`config.mk`:
```
export PLATFORM = sky130hd
export DESIGN_NAME = qeciphy_rx_word_aligner
export DESIGN_NICKNAME = d
export VERILOG_FILES = /design/src/rtl/qeciphy_pkg.sv /design/src/rtl/qeciphy_rx_byte_rotator.sv /design/src/rtl/qeciphy_rx_word_aligner.sv
export SDC_FILE = /design/constraint.sdc
export NUM_CORES = 1
export LEC_CHECK = 0
export ABC_AREA = 1
export CORE_UTILIZATION = 53
export DETAILED_ROUTE_END_ITERATION = 7
export GPL_TIMING_DRIVEN = 0
export PLACE_DENSITY = 0.8
export REMOVE_ABC_BUFFERS = 1
export SETUP_SLACK_MARGIN = 0.4
export SLEW_MARGIN = 5
export SYNTH_ARGS = -nofsm -noshare
export SYNTH_HDL_FRONTEND = slang
export SYNTH_SLANG_ARGS = --single-unit
```
`constraint.sdc`:
```
create_clock -name clk -period 4.75 [get_ports clk]
set_clock_uncertainty 0.05 [all_clocks]
set_input_delay 0.475 -clock clk [delete_from_list [all_inputs] [get_ports clk]]
set_output_delay 0.475 -clock clk [all_outputs]
set_load 0.005 [all_outputs]
```
`src/rtl/qeciphy_pkg.sv`:
```
// Shared types and constants for the QECiPHY receive path.
// Holds the comma symbol, aligner state encoding and lane index type.
package qeciphy_pkg;

   localparam logic [7:0] K28_5 = 8'hBC;

   typedef logic [1:0] lane_t;

   typedef enum logic [2:0] {
      StSearch,
      StSlide,
      StSlideWait,
      StVerify,
      StLocked
   } aligner_state_e;

   // A comma only counts when the lane decoded without any code error.
   function automatic logic is_clean_comma(input logic [7:0] data,
                                           input logic       charisk,
                                           input logic       disperr,
                                           input logic       notintable);
      return charisk & (data == K28_5) & ~disperr & ~notintable;
   endfunction

endpackage

```
`src/rtl/qeciphy_rx_byte_rotator.sv`:
```
// Byte-lane rotator: registers the previous RX word and splices it with the current one
// so the selected lane becomes lane 0 of the registered output.
module qeciphy_rx_byte_rotator
   import qeciphy_pkg::*;
(
   input  logic        clk_i,
   input  logic        rst_i,
   input  logic [31:0] data_i,
   input  logic [3:0]  charisk_i,
   input  lane_t       lane_i,
   output logic [31:0] data_o,
   output logic [3:0]  charisk_o
);

   logic [31:0] prev_data_q;
   logic [3:0]  prev_k_q;
   logic [31:0] data_q, data_d;
   logic [3:0]  k_q, k_d;

   // Output lane j takes stream byte (lane + j) of the {current, previous} byte stream.
   always_comb begin
      data_d = prev_data_q;
      k_d    = prev_k_q;
      unique case (lane_i)
         2'd0: begin
            data_d = prev_data_q;
            k_d    = prev_k_q;
         end
         2'd1: begin
            data_d = {data_i[7:0], prev_data_q[31:8]};
            k_d    = {charisk_i[0], prev_k_q[3:1]};
         end
         2'd2: begin
            data_d = {data_i[15:0], prev_data_q[31:16]};
            k_d    = {charisk_i[1:0], prev_k_q[3:2]};
         end
         2'd3: begin
            data_d = {data_i[23:0], prev_data_q[31:24]};
            k_d    = {charisk_i[2:0], prev_k_q[3]};
         end
         default: begin
            data_d = prev_data_q;
            k_d    = prev_k_q;
         end
      endcase
   end

   always_ff @(posedge clk_i or posedge rst_i) begin
      if (rst_i) begin
         prev_data_q <= '0;
         prev_k_q    <= '0;
         data_q      <= '0;
         k_q         <= '0;
      end else begin
         prev_data_q <= data_i;
         prev_k_q    <= charisk_i;
         data_q      <= data_d;
         k_q         <= k_d;
      end
   end

   assign data_o    = data_q;
   assign charisk_o = k_q;

endmodule

```
`src/rtl/qeciphy_rx_word_aligner.sv`:
```
// RX word aligner: slides the transceiver until a K28.5 comma decodes cleanly, then locks
// onto its lane and presents a byte-rotated, qualified word stream to the link layer.
module qeciphy_rx_word_aligner
   import qeciphy_pkg::*;
#(
   parameter int unsigned SEARCH_TIMEOUT = 256,
   parameter int unsigned SLIDE_GUARD    = 32,
   parameter int unsigned LOCK_COUNT     = 8,
   parameter int unsigned UNLOCK_ERRORS  = 4
) (
   input  logic        clk,
   input  logic        rst,
   input  logic [31:0] rx_data_in,
   input  logic [3:0]  rx_charisk_in,
   input  logic [3:0]  rx_disperr_in,
   input  logic [3:0]  rx_notintable_in,
   input  logic        rxsliderdy_in,
   output logic        rxslide_out,
   output logic [31:0] aligned_data_out,
   output logic [3:0]  aligned_charisk_out,
   output logic        aligned_valid_out,
   output logic        aligned_out,
   output logic [7:0]  slide_count_out
);

   localparam int unsigned TimerW = $clog2(SEARCH_TIMEOUT + 1);
   localparam int unsigned GuardW = $clog2(SLIDE_GUARD + 1);

   aligner_state_e state_q, state_d;

   logic [TimerW-1:0] timer_q, timer_d;
   logic [GuardW-1:0] guard_q, guard_d;
   logic              seen_q, seen_d;
   logic [7:0]        match_q, match_d;
   logic [7:0]        err_cnt_q, err_cnt_d;
   lane_t             lane_q, lane_d;
   logic [7:0]        slide_cnt_q, slide_cnt_d;

   logic rxslide_q, rxslide_d;
   logic aligned_q, aligned_d;
   logic valid_q, valid_d;

   logic [3:0] comma_lanes;
   lane_t      first_lane;
   logic       any_comma;
   logic       lane_comma;
   logic       code_err;
   logic       timeout;
   logic       guard_done;
   logic       lock_reached;
   logic       unlock_reached;

   // Lowest-indexed clean comma wins when several lanes carry one.
   always_comb begin
      comma_lanes = '0;
      first_lane  = '0;
      for (int i = 0; i < 4; i++) begin
         comma_lanes[i] = is_clean_comma(rx_data_in[8*i +: 8], rx_charisk_in[i],
                                         rx_disperr_in[i], rx_notintable_in[i]);
      end
      for (int i = 3; i >= 0; i--) begin
         if (comma_lanes[i]) first_lane = lane_t'(i);
      end
   end

   assign any_comma      = |comma_lanes;
   assign lane_comma     = comma_lanes[lane_q];
   assign code_err       = |(rx_disperr_in | rx_notintable_in);
   assign timeout        = (32'(timer_q) + 32'd1 >= SEARCH_TIMEOUT);
   assign guard_done     = (32'(guard_q) + 32'd1 >= SLIDE_GUARD) && (seen_q || rxsliderdy_in);
   assign lock_reached   = (32'(match_q) + 32'd1 >= LOCK_COUNT);
   assign unlock_reached = (32'(err_cnt_q) + 32'd1 >= UNLOCK_ERRORS);

   always_ff @(posedge clk or posedge rst) begin
      if (rst) begin
         state_q <= StSearch;
      end else begin
         state_q <= state_d;
      end
   end

   // Errors take priority over commas in every state that reacts to both.
   always_comb begin
      state_d = state_q;
      case (state_q)
         StSearch: begin
            if (code_err) begin
               state_d = StSlide;
            end else if (any_comma) begin
               state_d = StVerify;
            end else if (timeout) begin
               state_d = StSlide;
            end
         end
         StSlide: begin
            state_d = StSlideWait;
         end
         StSlideWait: begin
            if (guard_done) state_d = StSearch;
         end
         StVerify: begin
            if (code_err) begin
               state_d = StSlide;
            end else if (lane_comma) begin
               if (lock_reached) state_d = StLocked;
            end else if (any_comma) begin
               state_d = StSearch;
            end
         end
         StLocked: begin
            if (code_err) begin
               if (unlock_reached) state_d = StSearch;
            end else if (!lane_comma && any_comma) begin
               state_d = StSearch;
            end
         end
         default: state_d = StSearch;
      endcase
   end

   always_comb begin
      timer_d     = '0;
      guard_d     = '0;
      seen_d      = 1'b0;
      match_d     = match_q;
      err_cnt_d   = '0;
      lane_d      = lane_q;
      slide_cnt_d = slide_cnt_q;
      case (state_q)
         StSearch: begin
            timer_d = timer_q + TimerW'(1);
            if (!code_err && any_comma) begin
               lane_d  = first_lane;
               match_d = 8'd1;
            end
         end
         StSlide: begin
            if (slide_cnt_q != 8'hFF) slide_cnt_d = slide_cnt_q + 8'd1;
         end
         StSlideWait: begin
            guard_d = guard_q;
            if (32'(guard_q) < SLIDE_GUARD) guard_d = guard_q + GuardW'(1);
            seen_d = seen_q | rxsliderdy_in;
         end
         StVerify: begin
            if (!code_err && lane_comma) match_d = match_q + 8'd1;
         end
         StLocked: begin
            err_cnt_d = err_cnt_q;
            if (code_err) begin
               err_cnt_d = err_cnt_q + 8'd1;
            end else if (lane_comma) begin
               err_cnt_d = '0;
            end
         end
         default: ;
      endcase
   end

   always_ff @(posedge clk or posedge rst) begin
      if (rst) begin
         timer_q     <= '0;
         guard_q     <= '0;
         seen_q      <= 1'b0;
         match_q     <= '0;
         err_cnt_q   <= '0;
         lane_q      <= '0;
         slide_cnt_q <= '0;
      end else begin
         timer_q     <= timer_d;
         guard_q     <= guard_d;
         seen_q      <= seen_d;
         match_q     <= match_d;
         err_cnt_q   <= err_cnt_d;
         lane_q      <= lane_d;
         slide_cnt_q <= slide_cnt_d;
      end
   end

   // Valid trails lock by one cycle so it lines up with the rotator's extra register.
   always_comb begin
      rxslide_d = (state_q == StSlide);
      aligned_d = (state_q == StLocked);
      valid_d   = aligned_q;
   end

   always_ff @(posedge clk or posedge rst) begin
      if (rst) begin
         rxslide_q <= 1'b0;
         aligned_q <= 1'b0;
         valid_q   <= 1'b0;
      end else begin
         rxslide_q <= rxslide_d;
         aligned_q <= aligned_d;
         valid_q   <= valid_d;
      end
   end

   qeciphy_rx_byte_rotator u_rotator (
      .clk_i     (clk),
      .rst_i     (rst),
      .data_i    (rx_data_in),
      .charisk_i (rx_charisk_in),
      .lane_i    (lane_q),
      .data_o    (aligned_data_out),
      .charisk_o (aligned_charisk_out)
   );

   assign rxslide_out       = rxslide_q;
   assign aligned_out       = aligned_q;
   assign aligned_valid_out = valid_q;
   assign slide_count_out   = slide_cnt_q;

endmodule
```
Word-level counts from Yosys, hierarchy flattened
Index checks and enable logic that the tools add are counted.
W data, S select, Z words.
{"block": "word_totals", "register_bits": 120, "input_bits": 47, "output_inout_bits": 47, "wordCells": 120}
{"block": "op_classes", "add_sub_neg": 9, "order_cmp": 6, "eq_ne": 22, "muxes": 30, "bitwise": 22, "reduce_logical": 16}
{"operator": "$pmux W32 S4", "n": 1}
{"operator": "$mux W8", "n": 5}
{"operator": "$mux W3", "n": 11}
{"operator": "$eq A8 B8 Y1 const B", "n": 4}
{"operator": "$add A8 B1 Y8 const B", "n": 3}
{"operator": "$add A8 B1 Y9 const B", "n": 2}
{"operator": "$pmux W4 S4", "n": 1}
{"operator": "$pmux W8 S2", "n": 1}
{"operator": "$pmux W3 S5", "n": 1}
{"operator": "$and A1 B1 Y1", "n": 12}
{"operator": "$mux W6", "n": 2}
{"operator": "$ne A4 B4 Y1 const B", "n": 3}
{"operator": "$add A9 B1 Y10 const B", "n": 1}
{"operator": "$ge A10 B9 Y1 const B", "n": 1}
{"operator": "$add A9 B1 Y9 const B", "n": 1}
{"operator": "$ge A9 B3 Y1 const B", "n": 1}
{"operator": "$ge A9 B4 Y1 const B", "n": 1}
{"operator": "$mux W9", "n": 1}
{"operator": "$mux W2", "n": 4}
{"operator": "$ne A2 B2 Y1 const B", "n": 4}
{"operator": "$ne A8 B8 Y1 const B", "n": 1}
{"operator": "$not A1 Y1", "n": 8}
{"operator": "$reduce_or A4 Y1", "n": 2}
{"operator": "$add A6 B1 Y7 const B", "n": 1}
{"operator": "other kinds (24)", "n": 33}

Logic depth before layout (Yosys ltp)
Gate-level depths: netlist (run 1).
{"block": "logic_depth", "ltp_word": 11, "depth_mapped": 14, "ltp_nobuf": 14}

By module
From an unflattened synthesis (run 1), not the netlist that was laid out.
{"block": "hier_totals", "cells_unflattened": 662, "area_unflattened_um2": 5705.5}
{"mod": "qeciphy_rx_byte_rotator", "instances": 1, "cells_per_inst": 281, "area_per_inst_um2": 2872.8, "seq_area_each_um2": 1801.7}
{"mod": "qeciphy_rx_word_aligner", "instances": 1, "cells_per_inst": 381, "area_per_inst_um2": 2832.7, "seq_area_each_um2": 1201.2}

Worst setup path after synthesis (run 1)
Ideal clock, no wire load.
{"block": "synth_timing", "path_kind": "input to register", "startpoint": "input port rx_disperr_in[3]", "endpoint": "register state_q[1]", "setup_ns": 0.118, "arrival_time_ns": 1.482, "required_ns": 4.582, "path_slack_ns": 3.100, "path_stages": 13, "n_path_buf": 1, "path_cell_list": "nor2_1 > nand2_1 > nor2_1 > buf_2 > nor2_1 > nand2_1 > nor2_1 > nand2_1 > nand3_1 > nand2_1 > nand3_1 > nand2_1 > nand2_1"}
{"block": "synth_between", "elab_chain_cells": 9, "elab_cells_between_ends": 22, "cone_classes": "eq/ne (5); mux (8); bitwise (4); reduce/logical (5)"}
{"element": "from (decl)", "line_no": "qeciphy_rx_word_aligner.sv:15", "text": "input logic [3:0] rx_disperr_in,"}
{"element": "$not A1 Y1", "line_no": "qeciphy_pkg.sv:22", "text": "return charisk & (data == K28_5) & ~disperr & ~notintable;"}
{"element": "$and A1 B1 Y1 (2 in a row)", "line_no": "qeciphy_pkg.sv:22"}
{"element": "$bmux W1 S2", "line_no": "qeciphy_rx_word_aligner.sv:67", "text": "assign lane_comma = comma_lanes[lane_q];"}
{"element": "$mux W1 (implied by the code)", "line_no": "qeciphy_rx_word_aligner.sv:67"}
{"element": "$logic_not A1 Y1", "line_no": "qeciphy_rx_word_aligner.sv:113", "text": "end else if (!lane_comma && any_comma) begin"}
{"element": "$logic_and A1 B1 Y1", "line_no": "qeciphy_rx_word_aligner.sv:113"}
{"element": "$ne A3 B1 Y1 (no source line)"}
{"element": "$reduce_and A6 Y1 (no source line)"}
{"element": "to (signal assigned)", "line_no": "qeciphy_rx_word_aligner.sv:76", "text": "state_q <= StSearch;"}
{"element": "to (signal assigned)", "line_no": "qeciphy_rx_word_aligner.sv:78", "text": "state_q <= state_d;"}
{"element": "to (decl)", "line_no": "qeciphy_rx_word_aligner.sv:29", "text": "aligner_state_e state_q, state_d;"}
Parallel ways exist; a longest one is shown, timed or not. The select of a mux whose other input is x is not followed.
A chain may end at the register's enable or synchronous reset.

Worst setup path after layout (run 1)
{"block": "layout_timing", "startpoint": "input port rx_disperr_in[3]", "endpoint": "register match_q[2]"}
{"block": "layout_between", "elab_chain_cells": 8, "elab_cells_between_ends": 14, "cone_classes": "eq/ne (2); mux (2); bitwise (4); reduce/logical (6)"}
{"element": "$not A1 Y1", "line_no": "qeciphy_pkg.sv:22"}
{"element": "$and A1 B1 Y1 (2 in a row)", "line_no": "qeciphy_pkg.sv:22"}
{"element": "$bmux W1 S2", "line_no": "qeciphy_rx_word_aligner.sv:67"}
{"element": "$mux W1 (implied by the code)", "line_no": "qeciphy_rx_word_aligner.sv:67"}
{"element": "$logic_and A1 B1 Y1", "line_no": "qeciphy_rx_word_aligner.sv:146", "text": "if (!code_err && lane_comma) match_d = match_q + 8'd1;"}
{"element": "$ne A2 B2 Y1 (no source line)"}
{"element": "$reduce_and A3 Y1 (no source line) *"}
{"element": "to (signal assigned)", "line_no": "qeciphy_rx_word_aligner.sv:173", "text": "match_q <= match_d;"}
{"element": "to (decl)", "line_no": "qeciphy_rx_word_aligner.sv:34", "text": "logic [7:0] match_q, match_d;"}
Every way passes the cells marked *; elsewhere a longest branch is shown, timed or not. The select of a mux whose other input is x is not followed.

==> out/results.txt, run 1 <==
DP HPWL: 10,100 um
CTS max path bufs: 2
Min Clock Period, post-route: 2.55 ns
Delay of the slowest cell on the worst path: 0.50 ns
Maximum VDD drop: 0.270 mV
Post-Route Utilization: 0.709
Status: completed
GPL Wtd Cong: 0.892
Commonest non-fill, non-tap cell in the layout: nand2_1
Internal power: 2.10 mW
Required @ worst endpoint: 5.11 ns
Area grow syn2layout: 29.8%
Most frequent cells in the layout: nand2_1 (209), dfrtp_1 (120), clkdlybuf4s50_1 (93)
Critical Path End Type: register
Area of the multi-input gates: 0.00229 sq mm
Final hold vios: 0
Yosys reg bits: 120
Post-Syn Area: 0.00564 sq mm
Tcrit/Tclk final: 0.538
Setup violators final: 0
Simple-gate share of the synthesized area: 0.290
Drt first pass iters: 6
Synthesis warning total: 0
Unrepaired setup endpoints after global routing: false
Slowest cell on the critical path: nor2_1
Die Y: 105 um
# fillers: 756
CTS clk-pin slew, worst paths: 0.05 ns
Mean Syn Cell Area: 8.33 sq um
Layout net count: 829
Total I/O pin count: 94
DIE WIDTH: 105 um
Proportion of synthesized area in mux cells: 0
Core ar.: 0.0103 sq mm
Synth Area in Adders: 0.0111
Max Fanout on Critical Path: 11
Crit path arrival time: 2.92 ns
Largest net degree at the start of global routing: 89
Starting Density: 0.546
Critical path launch point type: primary input
Die Footprint: 0.0111 sq mm
CTS Hold Buffers Added: 0
Post-placement cell count: 894
Sequential Area: 0.00300 sq mm
Vias in the first global route: 5,122
Max_slew headroom: 0.504
CTS tree: done
CTS Buf Count: 17
Synth unique cells: 34
Initial DRC Count: 411
Antenna Cells: 0
Clk_lat worst skew: 0.52 ns
Clk sinks: 120
Synth Area in Compound Gates: 0.0861
DR vias/cell: 5.59
Register area share after synthesis: 0.532
Largest family of logic cells by synthesized area: simple AND/OR/NAND/NOR gates
CP delay by family, top: simple AND/OR/NAND/NOR gates
Primary FF master, synth: dfrtp_1
Logic pwr share: 0.148
Post-synth ARST share: 1.00
Sequential Power Share: 0.419
Post-synthesis xor/xnor area fraction: 0.0186
Crit-path cells: clkdlybuf4s50_1 -> nor2_1 -> nand2_1 -> nor2_1 -> inv_1 -> nor2_1 -> o21ai_1 -> nand2_2 -> nand2_1 -> o21ai_1 -> inv_1
Number of max-cap violations: 0
Ratio of cells with drive above 1 in the final layout: 0.0649
Number of enable flip-flop cells after synthesis: 0
Clock power frac: 0.433
Avg WL per Cell: 15.7 um
H-tree Lvls: 4
Sw frac: 0.251
Bufs and invs on worst path: 3
Max Clk Rate: 392 MHz
Gr ovfl total: 0
Global-route wire length before repair: 24,200 um
Initial antenna violation count: 0
Finished Layout Cells: 922
Net switching power: 0.704 mW
CTS Root Cell: clkbuf_8
Setup bufs post-CTS: 0
Worst-Margin Slew: 0.743 ns
Port buffer count: 93
Leak Pwr: 3.32 nW
# DRC: 0
Hold crit path type: primary input to async pin
Critical Setup Path Class: primary input to register
Most frequent CP cell: nor2_1
Routed vias: 5,150
Total wire length: 14,500 um
Syn Inst Count: 677
Overall Global Routing Usage: 0.284
Cell Pwr Density: 383 mW/mm^2
Rows: 37
Fin. max-slew vios: 0
Antenna Nets Post-Route: 0
PostCTS Resize Cnt: 0
## power by group through the flow
stage	clock (mW)	sequential, mW	combinational [mW]
2_1_floorplan	0	1.18	0.210
3_3_place_gp	0	1.18	0.394
3_5_place_dp	0	1.19	0.411
4_1_cts	1.22	1.17	0.418
5_1_grt	1.28	1.18	0.456
6_report	1.21	1.17	0.415
## cells by family (layout without fill, tap and decap cells)
kind of cell,after synthesis,after routing
and+or+nand+nor,373,373
DFF,120,120
buffers and inverters,93,202
AOI/OAI and AO/OA,74,74
xor gates and xnor gates,12,12
adders and majority gates,5,5
## worst paths after layout
path | startpoint | endpoint | slack, ns | cells after the start
setup / recovery | rx_disperr_in[3] | match_q[2]$_DFFE_PP0P_ | 2.20 | 11
hold / removal | rst | guard_q[5]$_DFFE_PP0P_ | 0.26 | 2
setup reg to reg | lane_q[0]$_DFFE_PP0P_ | match_q[2]$_DFFE_PP0P_ | 2.47 | 11
hold reg to reg | aligned_out$_DFF_PP0_ | aligned_valid_out$_DFF_PP0_ | 0.32 | 0
max in group asynchronous | rst | match_q[5]$_DFFE_PP0P_ | 3.69 | 3
min in group clk | aligned_out$_DFF_PP0_ | aligned_valid_out$_DFF_PP0_ | 0.32 | 0
## area by class of cell
| class | count | share of cell area |
|---|---|---|
| clock buffers | 25 | 0.0675 |
| clock inverters | 3 | 0.00888 |
| inverters | 78 | 0.0407 |
| multi-input cells | 464 | 0.313 |
| flip-flops and latches | 120 | 0.410 |
| well taps | 136 | 0.0232 |
| repair buffers | 96 | 0.137 |
## layer usage
layer	GRT usage	wire, um	vias up
met2	0.488	7430	259
met1	0.337	5710	2437
met3	0.0705	1080	30
met5	0	0	-
met4	0.131	248	0
li1	-	-	2424
## per-stage QoR
step           cell area, sq um  power, mW  TNS [ns]  worst slack [ns]  hold slack (ns)
6_report                   7320       2.80         0              2.20            0.261
5_1_grt                    7320       2.91         0              1.97            0.271
4_1_cts                    7320       2.81         0              2.24            0.264
3_5_place_dp               6760       1.60         0              1.71            0.307
3_3_place_gp               6680       1.58    -48.00            -0.408            0.304
2_1_floorplan              5580       1.39         0              1.04            0.326
## sequential cells by signal (all words and copies together) (netlist names)
signal,cells
guard_q,6
u_rotator.prev_data_q,32
aligned_valid_out,1
rxslide_out,1
match_q,8
slide_count_out,8
seen_q,1
timer_q,9
err_cnt_q,8
u_rotator.prev_k_q,4
lane_q,2
u_rotator.charisk_o,4
aligned_out,1
u_rotator.data_o,32
state_q,3
## Yosys cell counts (3+ instances only)
master,number,area [sq um]
nand2_1,209,785
nand4_1,29,181
buf_1,3,11.3
o21ai_1,4,20.0
ha_1,5,62.6
inv_1,71,267
inv_2,7,26.3
o22ai_1,4,25.0
o32ai_1,3,26.3
nand3_1,42,210
a21oi_1,14,70.1
o2111ai_1,23,201
nor3_2,5,50.1
dfrtp_1,120,3000
xnor2_1,4,35.0
o21ai_0,21,105
clkbuf_1,10,37.5
nor3_1,8,40.0
nor2_1,69,259
xor2_1,8,70.1
(Power assumes the default switching activity.)
==> run 2: changes to the inputs <==
==> constraint.sdc (replaced) <==
create_clock -name clk -period 2.47 [get_ports clk]
set_clock_uncertainty 0.05 [all_clocks]
set_input_delay 0.247 -clock clk [delete_from_list [all_inputs] [get_ports clk]]
set_output_delay 0.247 -clock clk [all_outputs]
set_load 0.005 [all_outputs]
==> run 2 against run 1 <==
Die area unchanged. Clock power up 93%. Non-clock buffer count up 7. Core utilization up 1.1 points. Register-to-register slack worse by 2.0 ns. Hold slack worse by 0.23 ns. Via count up 1.7%. Combinational power up 94%. Critical endpoint is now state_q[0]$_DFFE_PP0P_. Largest cell class unchanged. Highest routed layer unchanged.
==> out/results.txt, run 2 (synthesis results as in run 1) <==
Die Y: 105 um (unchanged)
CTS Buf Count: 17 (unchanged)
Critical R2R Capture: state_q[0]$_DFFE_PP0P_
H-tree Lvls: 4 (unchanged)
Ratio of cells with drive above 1 in the final layout: 0.0819 (+0.0170)
Most frequent cells in the layout: nand2_1 (209), dfrtp_1 (119), clkdlybuf4s50_1 (93)
Hold crit path type: primary input to async pin
CTS clk-pin slew, worst paths: 0.05 ns (about the same)
R2R cell count: 14 (+3)
Sequential Power Share: 0.419 (about the same)
Antenna Cells: 0 (unchanged)
Internal power: 4.04 mW (+93%)
Total I/O pin count: 94 (unchanged)
Max Clk Rate: 511 MHz
RR Startpoint: match_q[1]$_DFFE_PP0P_
GPL Wtd Cong: 0.892 (unchanged)
Critical Setup Path Class: register to register
Critical Path End Type: register
Clock power frac: 0.432 (about the same)
Setup violators final: 0 (unchanged)
Most frequent CP cell: nand2_1
Routed vias: 5,235 (+1.7%)
Core ar.: 0.0103 sq mm (unchanged)
Sw frac: 0.252 (+0.000255)
Sequential Area: 0.00300 sq mm (about the same)
Area grow syn2layout: 31.9%
Gr ovfl total: 0 (unchanged)
Crit-path cells: ha_4 -> nand2_1 -> nor2_2 -> nand3_1 -> nand2_1 -> nand2_1 -> nor2_1 -> nand3_1 -> inv_1 -> nand2_1 -> nand2_1 -> nor2_1 -> nand3_1 -> nand2_1
Avg WL per Cell: 16.0 um (+1.8%)
Worst-Margin Slew: 0.702 ns (-0.0414 ns)
CTS tree: done
Fin. max-slew vios: 0 (unchanged)
Flop2flop setup slack: 0.51 ns (-1.96 ns)
CTS Hold Buffers Added: 0 (unchanged)
Number of max-cap violations: 0 (unchanged)
Max Fanout on Critical Path: 4 (-7)
Unrepaired setup endpoints after global routing: false
CTS max path bufs: 2 (unchanged)
Slowest cell on the critical path: dfrtp_1
Total wire length: 14,900 um (+2.7%)
Hold_ws: 0.0309 ns (-0.230 ns)
Clk sinks: 120 (unchanged)
Initial DRC Count: 454 (+10%)
Min Clock Period, post-route: 1.96 ns
Crit path arrival time: 2.32 ns (-0.60 ns)
Logic pwr share: 0.149 (about the same)
Overall Global Routing Usage: 0.287 (+0.00232)
Global-route wire length before repair: 24,300 um (+0.54%)
DR vias/cell: 5.63 (+0.78%)
Cell Pwr Density: 725 mW/mm^2 (+90%)
Commonest non-fill, non-tap cell in the layout: nand2_1
Layout net count: 837 (+0.97%)
Critical path launch point type: register
Final WS setup: 0.513 ns (-1.68 ns)
Required @ worst endpoint: 2.84 ns (-2.27 ns)
Net switching power: 1.36 mW (+93%)
Final hold vios: 0 (unchanged)
# DRC: 0 (unchanged)
Rows: 37 (unchanged)
Drt first pass iters: 6 (unchanged)
Maximum VDD drop: 0.524 mV (+94%)
Clk_lat worst skew: 0.52 ns (about the same)
Die Footprint: 0.0111 sq mm (unchanged)
# fillers: 736 (-2.6%)
Leak Pwr: 3.37 nW (+1.5%)
Starting Density: 0.546 (unchanged)
Vias in the first global route: 5,168 (+0.90%)
CTS Root Cell: clkbuf_8
Status: completed
Delay of the slowest cell on the worst path: 0.47 ns (-0.03 ns)
Max_slew headroom: 0.531 (+0.0276)
Tcrit/Tclk final: 0.792
Port buffer count: 93 (unchanged)
Antenna Nets Post-Route: 0 (unchanged)
Initial antenna violation count: 0 (unchanged)
DIE WIDTH: 105 um (unchanged)
DP HPWL: 10,100 um (unchanged)
Area of the multi-input gates: 0.00235 sq mm (+2.6%)
Largest net degree at the start of global routing: 89 (unchanged)
Place WS: -0.339 ns (-2.05 ns)
Post-Route Utilization: 0.721 (+0.0114)
-- run 2: power groups by stage --
| stage | Clock [mW] | Combinational (mW) | Sequential, mW |
|---|---|---|---|
| 3_3_place_gp | 0 | 0.757 | 2.28 |
| 2_1_floorplan | 0 | 0.404 | 2.27 |
| 5_1_grt | 2.45 | 0.882 | 2.28 |
| 6_report | 2.33 | 0.804 | 2.26 |
| 4_1_cts | 2.35 | 0.804 | 2.25 |
| 3_5_place_dp | 0 | 0.789 | 2.28 |
-- run 2: how the worst max path moves through the flow --
stage / from / end / slack, ns
5_1_grt: match_q[1]$_DFFE_PP0P_ / state_q[0]$_DFFE_PP0P_ / 0.35
3_5_place_dp: rx_disperr_in[3] / match_q[2]$_DFFE_PP0P_ / -0.34
2_1_floorplan: rst / aligned_out$_DFF_PP0_ / -1.01
3_3_place_gp: rst / u_rotator.charisk_o[1]$_DFF_PP0_ / -2.46
4_1_cts: lane_q[1]$_DFFE_PP0P_ / match_q[2]$_DFFE_PP0P_ / 0.33
6_report: match_q[1]$_DFFE_PP0P_ / state_q[0]$_DFFE_PP0P_ / 0.51
-- run 2: area by class of cell --
cell class              count  share of cell area
inverters                  78              0.0407
repair buffers            103               0.142
multi-input cells         465               0.316
clock buffers              25              0.0664
flip-flops and latches    120               0.404
well taps                 136              0.0229
clock inverters             3             0.00874
-- run 2: routing by layer --
layer / global-route usage / vias to the layer above / wire (um)
met5: 0 / - / 0
met3: 0.0774 / 42 / 1150
met4: 0.140 / 0 / 369
met2: 0.492 / 277 / 7600
li1: - / 2446 / -
met1: 0.332 / 2470 / 5730
-- run 2: timing repair --
item	in CTS	in global routing
buffers inserted	1	6
gates resized for setup	6	8
pin swaps	2	3
endpoints found under the hold margin	0	0
cloned	1	0
endpoints found under the setup margin	21	20
-- run 2: worst max-delay path: cells and delay by family, from the launching register on --
family / cells / cell delay, ns
and+or+nand+nor: 12 / 1.04
DFF: 1 / 0.47
adders and majority gates: 1 / 0.20
buffers and inverters: 1 / 0.08
-- run 2: stage by stage --
| step | cell area, sq um | power (mW) | instances | TNS [ns] |
|---|---|---|---|---|
| 5_1_grt | 7440 | 5.61 | 930 | 0 |
| 2_1_floorplan | 5580 | 2.68 | 662 | -122.58 |
| 4_1_cts | 7360 | 5.41 | 924 | 0 |
| 3_3_place_gp | 6680 | 3.03 | 891 | -313.76 |
| 3_5_place_dp | 6760 | 3.07 | 894 | -2.50 |
| 6_report | 7440 | 5.40 | 930 | 0 |
